`src/rtl/cuenta1_seq.sv`:
```
// cuenta1_seq: feeds 3-bit words to the cuenta1 one-counter one at a time.
// It launches each word with a single Start pulse and waits for the counter's
// Fin low-then-high sequence. The captured Cuenta is returned over a
// valid/ready port, and saturating totals are kept. A wait-state timeout
// aborts a word if the counter never answers.
module cuenta1_seq #(
    parameter int TIMEOUT = 64,
    parameter int TOT_W   = 8
) (
    input  logic             clk,
    input  logic             rst_n,
    input  logic [2:0]       dato_in,
    input  logic             dato_valid,
    output logic             dato_ready,
    output logic [2:0]       Q,
    output logic             Start,
    input  logic [3:0]       Cuenta,
    input  logic             Fin,
    output logic [3:0]       res_cuenta,
    output logic             res_valid,
    input  logic             res_ready,
    output logic [TOT_W-1:0] total,
    output logic [TOT_W-1:0] n_words,
    output logic             err
);

    localparam int                TMO_W     = $clog2(TIMEOUT + 1);
    localparam int                SUM_W     = TOT_W + 1;
    localparam logic [TMO_W-1:0]  TMO_LIMIT = TMO_W'(TIMEOUT);
    localparam logic [TOT_W-1:0]  SAT_MAX   = '1;

    typedef enum logic [2:0] {
        S_IDLE,
        S_LAUNCH,
        S_WAIT_BUSY,
        S_WAIT_FIN,
        S_OUT
    } state_t;

    state_t             state_q, state_d;
    logic [2:0]         q_q, q_d;
    logic               start_q, start_d;
    logic               dato_ready_q, dato_ready_d;
    logic [3:0]         res_cuenta_q, res_cuenta_d;
    logic               res_valid_q, res_valid_d;
    logic [TOT_W-1:0]   total_q, total_d;
    logic [TOT_W-1:0]   n_words_q, n_words_d;
    logic               err_q, err_d;
    logic [TMO_W-1:0]   tmo_q, tmo_d;

    logic               accept;
    logic [TMO_W-1:0]   tmo_inc;
    logic [SUM_W-1:0]   sum_ext;
    logic [SUM_W-1:0]   cnt_ext;

    // Next-state and next-output computation for the word sequencer.
    always_comb begin
        state_d      = state_q;
        q_d          = q_q;
        res_cuenta_d = res_cuenta_q;
        res_valid_d  = res_valid_q;
        total_d      = total_q;
        n_words_d    = n_words_q;
        err_d        = err_q;
        tmo_d        = tmo_q;

        accept  = dato_valid & dato_ready_q;
        tmo_inc = tmo_q + TMO_W'(1);
        // Sums carry one extra bit so an overflow is visible and can be clamped.
        sum_ext = {1'b0, total_q} + SUM_W'(res_cuenta_q);
        cnt_ext = {1'b0, n_words_q} + SUM_W'(1);

        case (state_q)
            S_IDLE: begin
                if (accept) begin
                    q_d     = dato_in;
                    state_d = S_LAUNCH;
                end
            end
            S_LAUNCH: begin
                tmo_d   = '0;
                state_d = S_WAIT_BUSY;
            end
            S_WAIT_BUSY: begin
                // Fin high here is only the counter's idle level, not completion.
                tmo_d = tmo_inc;
                if (tmo_inc == TMO_LIMIT) begin
                    err_d   = 1'b1;
                    state_d = S_IDLE;
                end else if (!Fin) begin
                    state_d = S_WAIT_FIN;
                end
            end
            S_WAIT_FIN: begin
                tmo_d = tmo_inc;
                if (tmo_inc == TMO_LIMIT) begin
                    err_d   = 1'b1;
                    state_d = S_IDLE;
                end else if (Fin) begin
                    res_cuenta_d = Cuenta;
                    res_valid_d  = 1'b1;
                    state_d      = S_OUT;
                end
            end
            S_OUT: begin
                if (res_ready) begin
                    res_valid_d = 1'b0;
                    total_d     = sum_ext[TOT_W] ? SAT_MAX : sum_ext[TOT_W-1:0];
                    n_words_d   = cnt_ext[TOT_W] ? SAT_MAX : cnt_ext[TOT_W-1:0];
                    state_d     = S_IDLE;
                end
            end
            default: begin
                state_d = S_IDLE;
            end
        endcase

        // Start and dato_ready are registered images of the state being entered.
        start_d      = (state_d == S_LAUNCH);
        dato_ready_d = (state_d == S_IDLE);
    end

    // State and output registers with synchronous active-low reset.
    always_ff @(posedge clk) begin
        if (!rst_n) begin
            state_q      <= S_IDLE;
            q_q          <= '0;
            start_q      <= 1'b0;
            dato_ready_q <= 1'b0;
            res_cuenta_q <= '0;
            res_valid_q  <= 1'b0;
            total_q      <= '0;
            n_words_q    <= '0;
            err_q        <= 1'b0;
            tmo_q        <= '0;
        end else begin
            state_q      <= state_d;
            q_q          <= q_d;
            start_q      <= start_d;
            dato_ready_q <= dato_ready_d;
            res_cuenta_q <= res_cuenta_d;
            res_valid_q  <= res_valid_d;
            total_q      <= total_d;
            n_words_q    <= n_words_d;
            err_q        <= err_d;
            tmo_q        <= tmo_d;
        end
    end

    assign dato_ready = dato_ready_q;
    assign Q          = q_q;
    assign Start      = start_q;
    assign res_cuenta = res_cuenta_q;
    assign res_valid  = res_valid_q;
    assign total      = total_q;
    assign n_words    = n_words_q;
    assign err        = err_q;

endmodule

```
`config.mk`:
```
export PLATFORM = sky130hd
export DESIGN_NAME = cuenta1_seq
export DESIGN_NICKNAME = d
export VERILOG_FILES = /design/src/rtl/cuenta1_seq.sv
export SDC_FILE = /design/constraint.sdc
export NUM_CORES = 1
export LEC_CHECK = 0
export BUFFER_PORTS_ARGS = -buffer_cell sky130_fd_sc_hd__buf_2
export CAP_MARGIN = 40
export CORE_AREA = 2 2 62 64
export DETAILED_ROUTE_END_ITERATION = 12
export DIE_AREA = 0 0 64 66
export GPL_TIMING_DRIVEN = 0
export PLACE_DENSITY = 0.74
export SLEW_MARGIN = 20
export SYNTH_ARGS = -nofsm -noshare
export SYNTH_HDL_FRONTEND = slang
export SYNTH_SLANG_ARGS = --single-unit
```
`constraint.sdc`:
```
create_clock -name clk -period 2.19 [get_ports clk]
set_input_delay 0.1095 -clock clk [delete_from_list [all_inputs] [get_ports clk]]
set_output_delay 0.1095 -clock clk [all_outputs]
set_load 0.005 [all_outputs]
```
# Word-level counts from Yosys, hierarchy flattened
# Cells that the tools add are included.
# word_totals
regBits	37
latch_bits	0
ramBits	0
romBits	0
inputBits	12
out_inout_bits	27
wordCells	48
mem_count	0
# op_classes
n_addsub	3
mul	0
n_div	0
n_lt_le_gt_ge	0
eq_ne	9
n_shift	0
n_mux	14
n_bitwise	2
reduce_logical	10
# ops
operator	n
3-bit two-way mux	6
8-bit two-way mux	2
3-bit one-hot mux with 5 select lines	1
7-bit one-hot mux with 2 select lines	1
8-bit by 1-bit adder with 9-bit output, second input constant	1
8-bit by 4-bit adder with 9-bit output	1
7-bit by 1-bit adder with 7-bit output, second input constant	1
7-bit equality test, second input constant	1
3-bit by 1-bit equality test with 1-bit output, second input constant	2
3-bit by 2-bit equality test with 1-bit output, second input constant	2
3-bit zero test	2
2-bit != test, second input constant	3
2-bit AND reduction	3
4-bit AND reduction	1
2-bit nonzero test	2
3-bit equality test, second input constant	1
1-bit two-way mux	3
3-bit AND reduction	1
1-bit one-hot mux with 2 select lines	1
2-bit OR reduction	1
1-bit AND	1
1-bit inverter	1

# Longest topological paths before layout
# Gate-level depths: netlist of the first run.
# logic_depth
word_depth	5
depth_mapped	8
mapped_depth_nobuf	8

# Worst setup path before layout of the first run
# No wires, ideal clock.
# synth_timing
path_type	register -> register
from	register tmo_q[3]
to	register res_valid_q (netlist: res_valid)
setup_ps	116
t_arrival_ps	1881
required_ps	2074
slack_ps	192
stages_incl_launch_ff	8
path_buffers	2
period_less_slack_ps	1998
cell_sequence	dfxtp_1 buf_2 nand2_2 or4b_1 a221o_1 and4_4 buf_6 o211a_1
# synth_via
elab_chain_cells	4
# synth_rtl
element	line	rtl
start, declared	49	logic [TMO_W-1:0] tmo_q, tmo_d;
start signal, assigned	146	tmo_q <= tmo_d;
7-bit by 1-bit adder with 7-bit output	68	tmo_inc = tmo_q + TMO_W'(1);
7-bit equality test	96	if (tmo_inc == TMO_LIMIT) begin
2-bit != test (no source line)	n/a	
4-bit AND reduction (no source line)	n/a	
end signal, assigned	142	res_valid_q <= res_valid_d;
end, declared	45	logic res_valid_q, res_valid_d;
# Every way passes these cells.
# A chain may end at the register's enable or synchronous reset.

# Final worst setup path of the first run
# layout_timing
from	register tmo_q[1]
to	register res_valid_q (netlist: res_valid)
# Same word-level chain as after synthesis.

==> reports/qor.csv, run 1 <==
stage;metric;value;unit
timing;fin_skew;10.3;ps
yosys;synth_warnings;0;
die;rows;22;
placement;placedCellCount;297;
route;met2_length;1.75;mm
route;drt-total-wl;3.97;mm
finish;antenna_cells;0;
route;ant_nets;0;
timing;worstMarginPinSlew;513;ps
yosys;syn_nets;230;
route;via_per_inst;5.34;
setup_path;worstPathArrival;2350;ps
yosys;ys_top_cells_by_area;dfxtp_1, nor2_1, a21oi_1, ha_1, mux2i_1;
route;dr_total_vias;1655;
setup_path;reg2reg_depth;6;
job;maxCapViolations;0;
clock_network;clk_pin_slew;110;ps
timing;finalHoldViolations;0;
timing;period_needed;2090;ps
timing;rsz0062_at_grt;false;
die;die_area;4220;µm²
die;coreArea;3550;µm²
route;dr.pass1.iters;4;
clock_network;h-tree-depth;2;
timing;tns;0;ps
yosys;ys_ff_latch;37;
yosys;synth_flop_cell;dfxtp_1;
setup_path;worstSetupEndpointType;flip-flop;
die;io_pins;39;
route;top_layer;met4;
power_and_ir_drop;power;1.25;mW
placement;routabilityCongestion;0.794;
global_route;grt_max_degree;12;
clock_network;ctsRootBufferMaster;clkbuf_4;
power_and_ir_drop;p_leak;0.940;nW
yosys;synth.largest_area_cell;dfxtp_1;
die;die_x;64;µm
clock_network;cts_buffer_depth;2;
die;die_y;66;µm
route;drt-met1-wl;1.93;mm
timing;maxSlewViolCount;0;
finish;layout_common_cells;buf_2, dfxtp_1, nor2_1;
clock_network;cts_tree;built;
placement;dp_hpwl;2.85;mm
yosys;synth.distinct_cells;42;
die;initial_core_util;50.4;%
finish;final_common_cell;buf_2;
route;wl_per_cell;12.8;µm
global_route;grt_pass1_vias;1396;
global_route;grt_antenna_before_repair;0;
timing;finalSetupViolations;0;
outcome;outcome;finished, final reports clean;
finish;num-fill-cells;319;
setup_path;crit_type;reg2reg;
global_route;grt_usage;19.6;%
timing;fin_crit_sh;95.6;%
global_route;overflow;0;
route;drc;0;
yosys;ys_async_sr_fraction;0;%
finish;drive_gt1_share;22.9;%
yosys;synth-edff-count;0;
clock_network;cts_buffers;5;
worst_hold_path;hold_class;in2reg;
timing;max_freq;478;MHz
power_and_ir_drop;peakVddDrop;0.397;mV
route;route.met3.wl;230;µm
clock_network;numClockSinks;37;
yosys;syn_inst;211;
placement;io_buffer_count;38;
yosys;yosysSeqAreaShare;41.4;%
yosys;synth_area;1790;µm²
finish;synthToLayoutAreaGrowth;22.3;%
setup_path;crit_fanout;7;
worst_hold_path;min_delay_path_depth;3;
yosys;avgSynthCellArea;8.47;µm²
clock_network;clock_insertion_delay_worst_skew;350;ps
route;drt_iter0_drc;112;
setup_path;crit_path_start_kind;flip-flop;
finish;instances_no_fill;310;
global_route;grt_pass1_wl;6.38;mm
yosys;netlist.area_leader.share;41.4;%
finish;fin_nets;281;
power_and_ir_drop;power_density;573;nW/µm²
setup_path;critical_path_required;2450;ps
timing;slew_headroom;65.8;%
layout make-up:
cell class | instances | area (µm²) | area share [%]
buffer | 10 | 47.5 | 2.18
clock buffer | 5 | 37.5 | 1.72
clock inverter | 2 | 35.0 | 1.60
inverter | 6 | 22.5 | 1.03
multi-input combinational | 158 | 988 | 45.2
sequential | 37 | 744 | 34.1
tap | 48 | 60.1 | 2.75
timing repair buffer | 44 | 250 | 11.4
report_power, final:
part	total, mW	switching [mW]	internal (mW)	leakage, nW
Sequential	0.693	0.00826	0.685	0.300
Combinational	0.101	0.0565	0.0447	0.598
Clock	0.457	0.225	0.232	0.0410
Total	1.25	0.290	0.962	0.940
sequential cells by signal, indices dropped and copies added (netlist names):
register / count
dato_ready: 1
res_cuenta: 4
Q: 3
err: 1
tmo_q: 7
n_words: 8
state_q: 3
total: 8
res_valid: 1
Start: 1
metrics by stage:
step | area [µm²] | hold WS, ps | util [%] | setup slack [ps]
after CTS | 2170 | 23.9 | 61.1 | 66.4
after global placement | 2040 | 347 | 57.4 | 84.5
final | 2190 | 21.5 | 61.6 | 96.2
after detailed placement | 2040 | 358 | 57.4 | 84.6
after global routing | 2190 | 50.2 | 61.6 | 15.2
after floorplan | 1790 | 252 | - | 192
synthesized netlist by cell type, types with 3 or more instances:
master / count
a21o_1: 3
a21oi_1: 15
a22oi_1: 4
a31oi_1: 7
clkbuf_1: 8
dfxtp_1: 37
ha_1: 6
inv_1: 6
mux2i_1: 7
nand2_1: 18
nand3_1: 10
nand4_1: 4
nor2_1: 27
nor3_1: 9
o21a_1: 3
o21ai_0: 13
xor2_1: 4
worst max-delay path, cell delays in order, from the launching register on:
cell	delay, ps
dfxtp_1	430
nand3_2	150
or4b_1	500
a221o_1	380
and4_4	200
buf_6	140
o211a_1	190
final timing paths:
path	slack, ps	start	to
setup / recovery	100	tmo_q[1]$_SDFFE_PN0P_	res_valid$_SDFFE_PN0P_
hold reg to reg	480	err$_SDFFE_PN0P_	err$_SDFFE_PN0P_
setup reg to reg	100	tmo_q[1]$_SDFFE_PN0P_	res_valid$_SDFFE_PN0P_
hold / removal	20	dato_in[2]	Q[2]$_SDFFE_PN0P_
cell families (layout without fill, tap and decap cells):
kind of cell	count (synthesis)	after routing	share of synthesized area (%)
buffers and inverters	16	67	3.85
and+or+nand+nor	87	87	24.8
AOI/OAI and AO/OA	51	51	17.6
muxes	8	8	4.55
xor gates and xnor gates	5	5	2.45
adders and majority gates	7	7	5.32
DFF	37	37	41.4
timing repair:
item | in CTS | in global routing
gates resized for setup | 0 | 7
buffers inserted | 0 | 0
hold buffers | 6 | 0
hold endpoints to repair | 6 | 0
setup endpoints to repair | 0 | 6
layer usage:
| metal | GRT usage (%) | vias to the layer above |
|---|---|---|
| li1 | - | 855 |
| met1 | 25.6 | 752 |
| met2 | 29.4 | 42 |
| met3 | 6.30 | 6 |
| met4 | 8.70 | 0 |
| met5 | 0 | - |
(Power assumes the default switching activity.)
==> inputs of run 2 (changes only) <==
--- a/config.mk
+++ b/config.mk
@@ -12,5 +12,6 @@
 export DIE_AREA = 0 0 64 66
 export GPL_TIMING_DRIVEN = 0
-export PLACE_DENSITY = 0.74
+export PLACE_DENSITY = 0.83
+export SKIP_LAST_GASP = 1
 export SLEW_MARGIN = 20
 export SYNTH_ARGS = -nofsm -noshare
==> constraint.sdc (replaced) <==
create_clock -name clk -period 2.19 [get_ports clk]
set_input_delay 0.1095 -clock clk [delete_from_list [all_inputs] [get_ports clk]]
set_output_delay 0.1095 -clock clk [all_outputs]
set_load 0.1 [all_outputs]
==> run 2 against run 1 <==
Register-to-register slack is essentially flat. Setup slack lost 2.0 ps. Sequential power is essentially flat. Largest cell class unchanged.
==> reports/qor.csv, run 2 (synthesized netlist as in run 1, its figures left out) <==
stage;metric;value;unit
die;initial_core_util;50.4;%
setup_path;reg2reg_depth;7;
global_route;overflow;0;
setup_path;crit_fanout;8;
power_and_ir_drop;p_clk_share;29.2;%
timing;slew_headroom;66.1;%
finish;layout_common_cells;buf_2, dfxtp_1, nor2_1;
setup_path;crit_family;simple AND/OR/NAND/NOR gates;
die;die_y;66;µm
die;die_x;64;µm
global_route;grt_usage;19.2;%
placement;preCtsSetupSlack;67.8;ps
route;wl_per_cell;12.3;µm
placement;dp_hpwl;2.78;mm
power_and_ir_drop;power;1.19;mW
job;maxCapViolations;0;
clock_network;clock_insertion_delay_worst_skew;330;ps
clock_network;cts_tree;built;
setup_path;critPathMaxStageDelay;510;ps
finish;synthToLayoutAreaGrowth;20.4;%
worst_hold_path;min_delay_path_depth;3;
route;drc;0;
setup_path;worstSetupEndpointType;flip-flop;
clock_network;clk_pin_slew;120;ps
clock_network;ctsRootBufferMaster;clkbuf_4;
timing;maxSlewViolCount;0;
route;ant_nets;0;
route;dr_total_vias;1649;
outcome;outcome;finished, final reports clean;
finish;stdcell_area;2150;µm²
power_and_ir_drop;sw_frac_of_total;29.0;%
worst_hold_path;min_to;Q[0]$_SDFFE_PN0P_;
timing;rsz0062_at_grt;false;
global_route;grt_pass1_vias;1440;
setup_path;cp_num_buf_inv;2;
global_route;grt_max_degree;13;
placement;io_buffer_count;38;
timing;fin_crit_sh;95.7;%
timing;layout_setup_ws;94.2;ps
worst_hold_path;hold_class;in2reg;
placement;placed_area;2050;µm²
route;via_per_inst;5.34;
clock_network;cts_buffers;5;
setup_path;crit_path_start_kind;flip-flop;
setup_path;crit_chain;buf_2, nand2_2, or4b_1, a221o_1, and4_4, buf_6, o211a_1;
finish;fin_nets;279;
clock_network;h-tree-depth;2;
setup_path;r2r-end;res_valid$_SDFFE_PN0P_;
worst_hold_path;holdCritStartpoint;dato_in[0];
route;drt-total-wl;3.79;mm
timing;worstMarginPinSlew;508;ps
placement;routabilityCongestion;0.833;
power_and_ir_drop;p_leak;0.925;nW
die;die_area;4220;µm²
finish;final_common_cell;buf_2;
power_and_ir_drop;p_switching;0.345;mW
timing;finalSetupViolations;0;
setup_path;critical_path_required;2430;ps
setup_path;cp_slowest_cell;or4b_1;
finish;fin_util;60.6;%
setup_path;r2r_slack;90;ps
finish;drive_gt1_share;25.3;%
power_and_ir_drop;power_density;554;nW/µm²
timing;period_needed;2100;ps
timing;whs;17.7;ps
timing;tns;0;ps
die;coreArea;3550;µm²
die;rows;22;
finish;antenna_cells;0;
timing;finalHoldViolations;0;
power_and_ir_drop;pwr-share-seq;58.0;%
power_and_ir_drop;p_int;0.846;mW
route;dr.pass1.iters;4;
global_route;grt_antenna_before_repair;0;
setup_path;rr_startpoint;tmo_q[3]$_SDFFE_PN0P_;
timing;max_freq;477;MHz
die;io_pins;39;
clock_network;numClockSinks;37;
finish;instances_no_fill;309;
setup_path;worstPathArrival;2340;ps
setup_path;crit_type;reg2reg;
timing;fin_skew;11.1;ps
route;drt_iter0_drc;102;
clock_network;cts_buffer_depth;2;
power_and_ir_drop;combPwrFrac;12.8;%
placement;placedCellCount;297;
power_and_ir_drop;peakVddDrop;0.329;mV
global_route;grt_pass1_wl;6.31;mm
run 2: worst max path at each step:
stage	cells past startpoint	endpoint	start
2_1_floorplan	6	total[5]$_SDFFE_PN0P_	total[3]$_SDFFE_PN0P_
3_3_place_gp	6	res_valid$_SDFFE_PN0P_	tmo_q[0]$_SDFFE_PN0P_
3_5_place_dp	6	res_valid$_SDFFE_PN0P_	tmo_q[0]$_SDFFE_PN0P_
4_1_cts	6	res_valid$_SDFFE_PN0P_	tmo_q[0]$_SDFFE_PN0P_
5_1_grt	7	dato_ready$_SDFF_PN0_	tmo_q[3]$_SDFFE_PN0P_
6_report	7	res_valid$_SDFFE_PN0P_	tmo_q[3]$_SDFFE_PN0P_
run 2: final cells by class:
cell class	instances	area [µm²]
plain buffers	10	47.5
inverters	6	22.5
repair buffers	42	230
well taps	48	60.1
clock inverters	3	17.5
fillers	329	1400
clock buffers	5	37.5
multi-input cells	158	978
flip-flops and latches	37	758
run 2: metal layers:
layer / part of all wire (%) / track usage (%)
met1: 49 / 26.2
met2: 45 / 28.0
met3: 5.2 / 6.64
met4: 1.2 / 7.07
met5: 0 / 0
run 2: worst reg2reg max path, cell delays in order (launching register included):
cell and delay [ps]:
dfxtp_1 320, buf_2 170, nand2_2 80, or4b_1 510, a221o_1 380, and4_4 200
buf_6 140, o211a_1 210
run 2: power by group through the flow:
stage	Sequential [mW]	Clock, mW	Combinational [mW]
finish	0.691	0.348	0.153
CTS	0.690	0.359	0.152
global placement	0.705	0	0.146
global route	0.692	0.394	0.164
floorplan	0.761	0	0.0572
detailed placement	0.706	0	0.148
run 2: what timing repair did:
| item | in CTS | in global routing |
|---|---|---|
| endpoints found under the hold margin | 3 | 1 |
| resized for setup | 0 | 6 |
| hold buffers | 3 | 1 |
| buffers inserted | 0 | 0 |
| endpoints found under the setup margin | 0 | 5 |
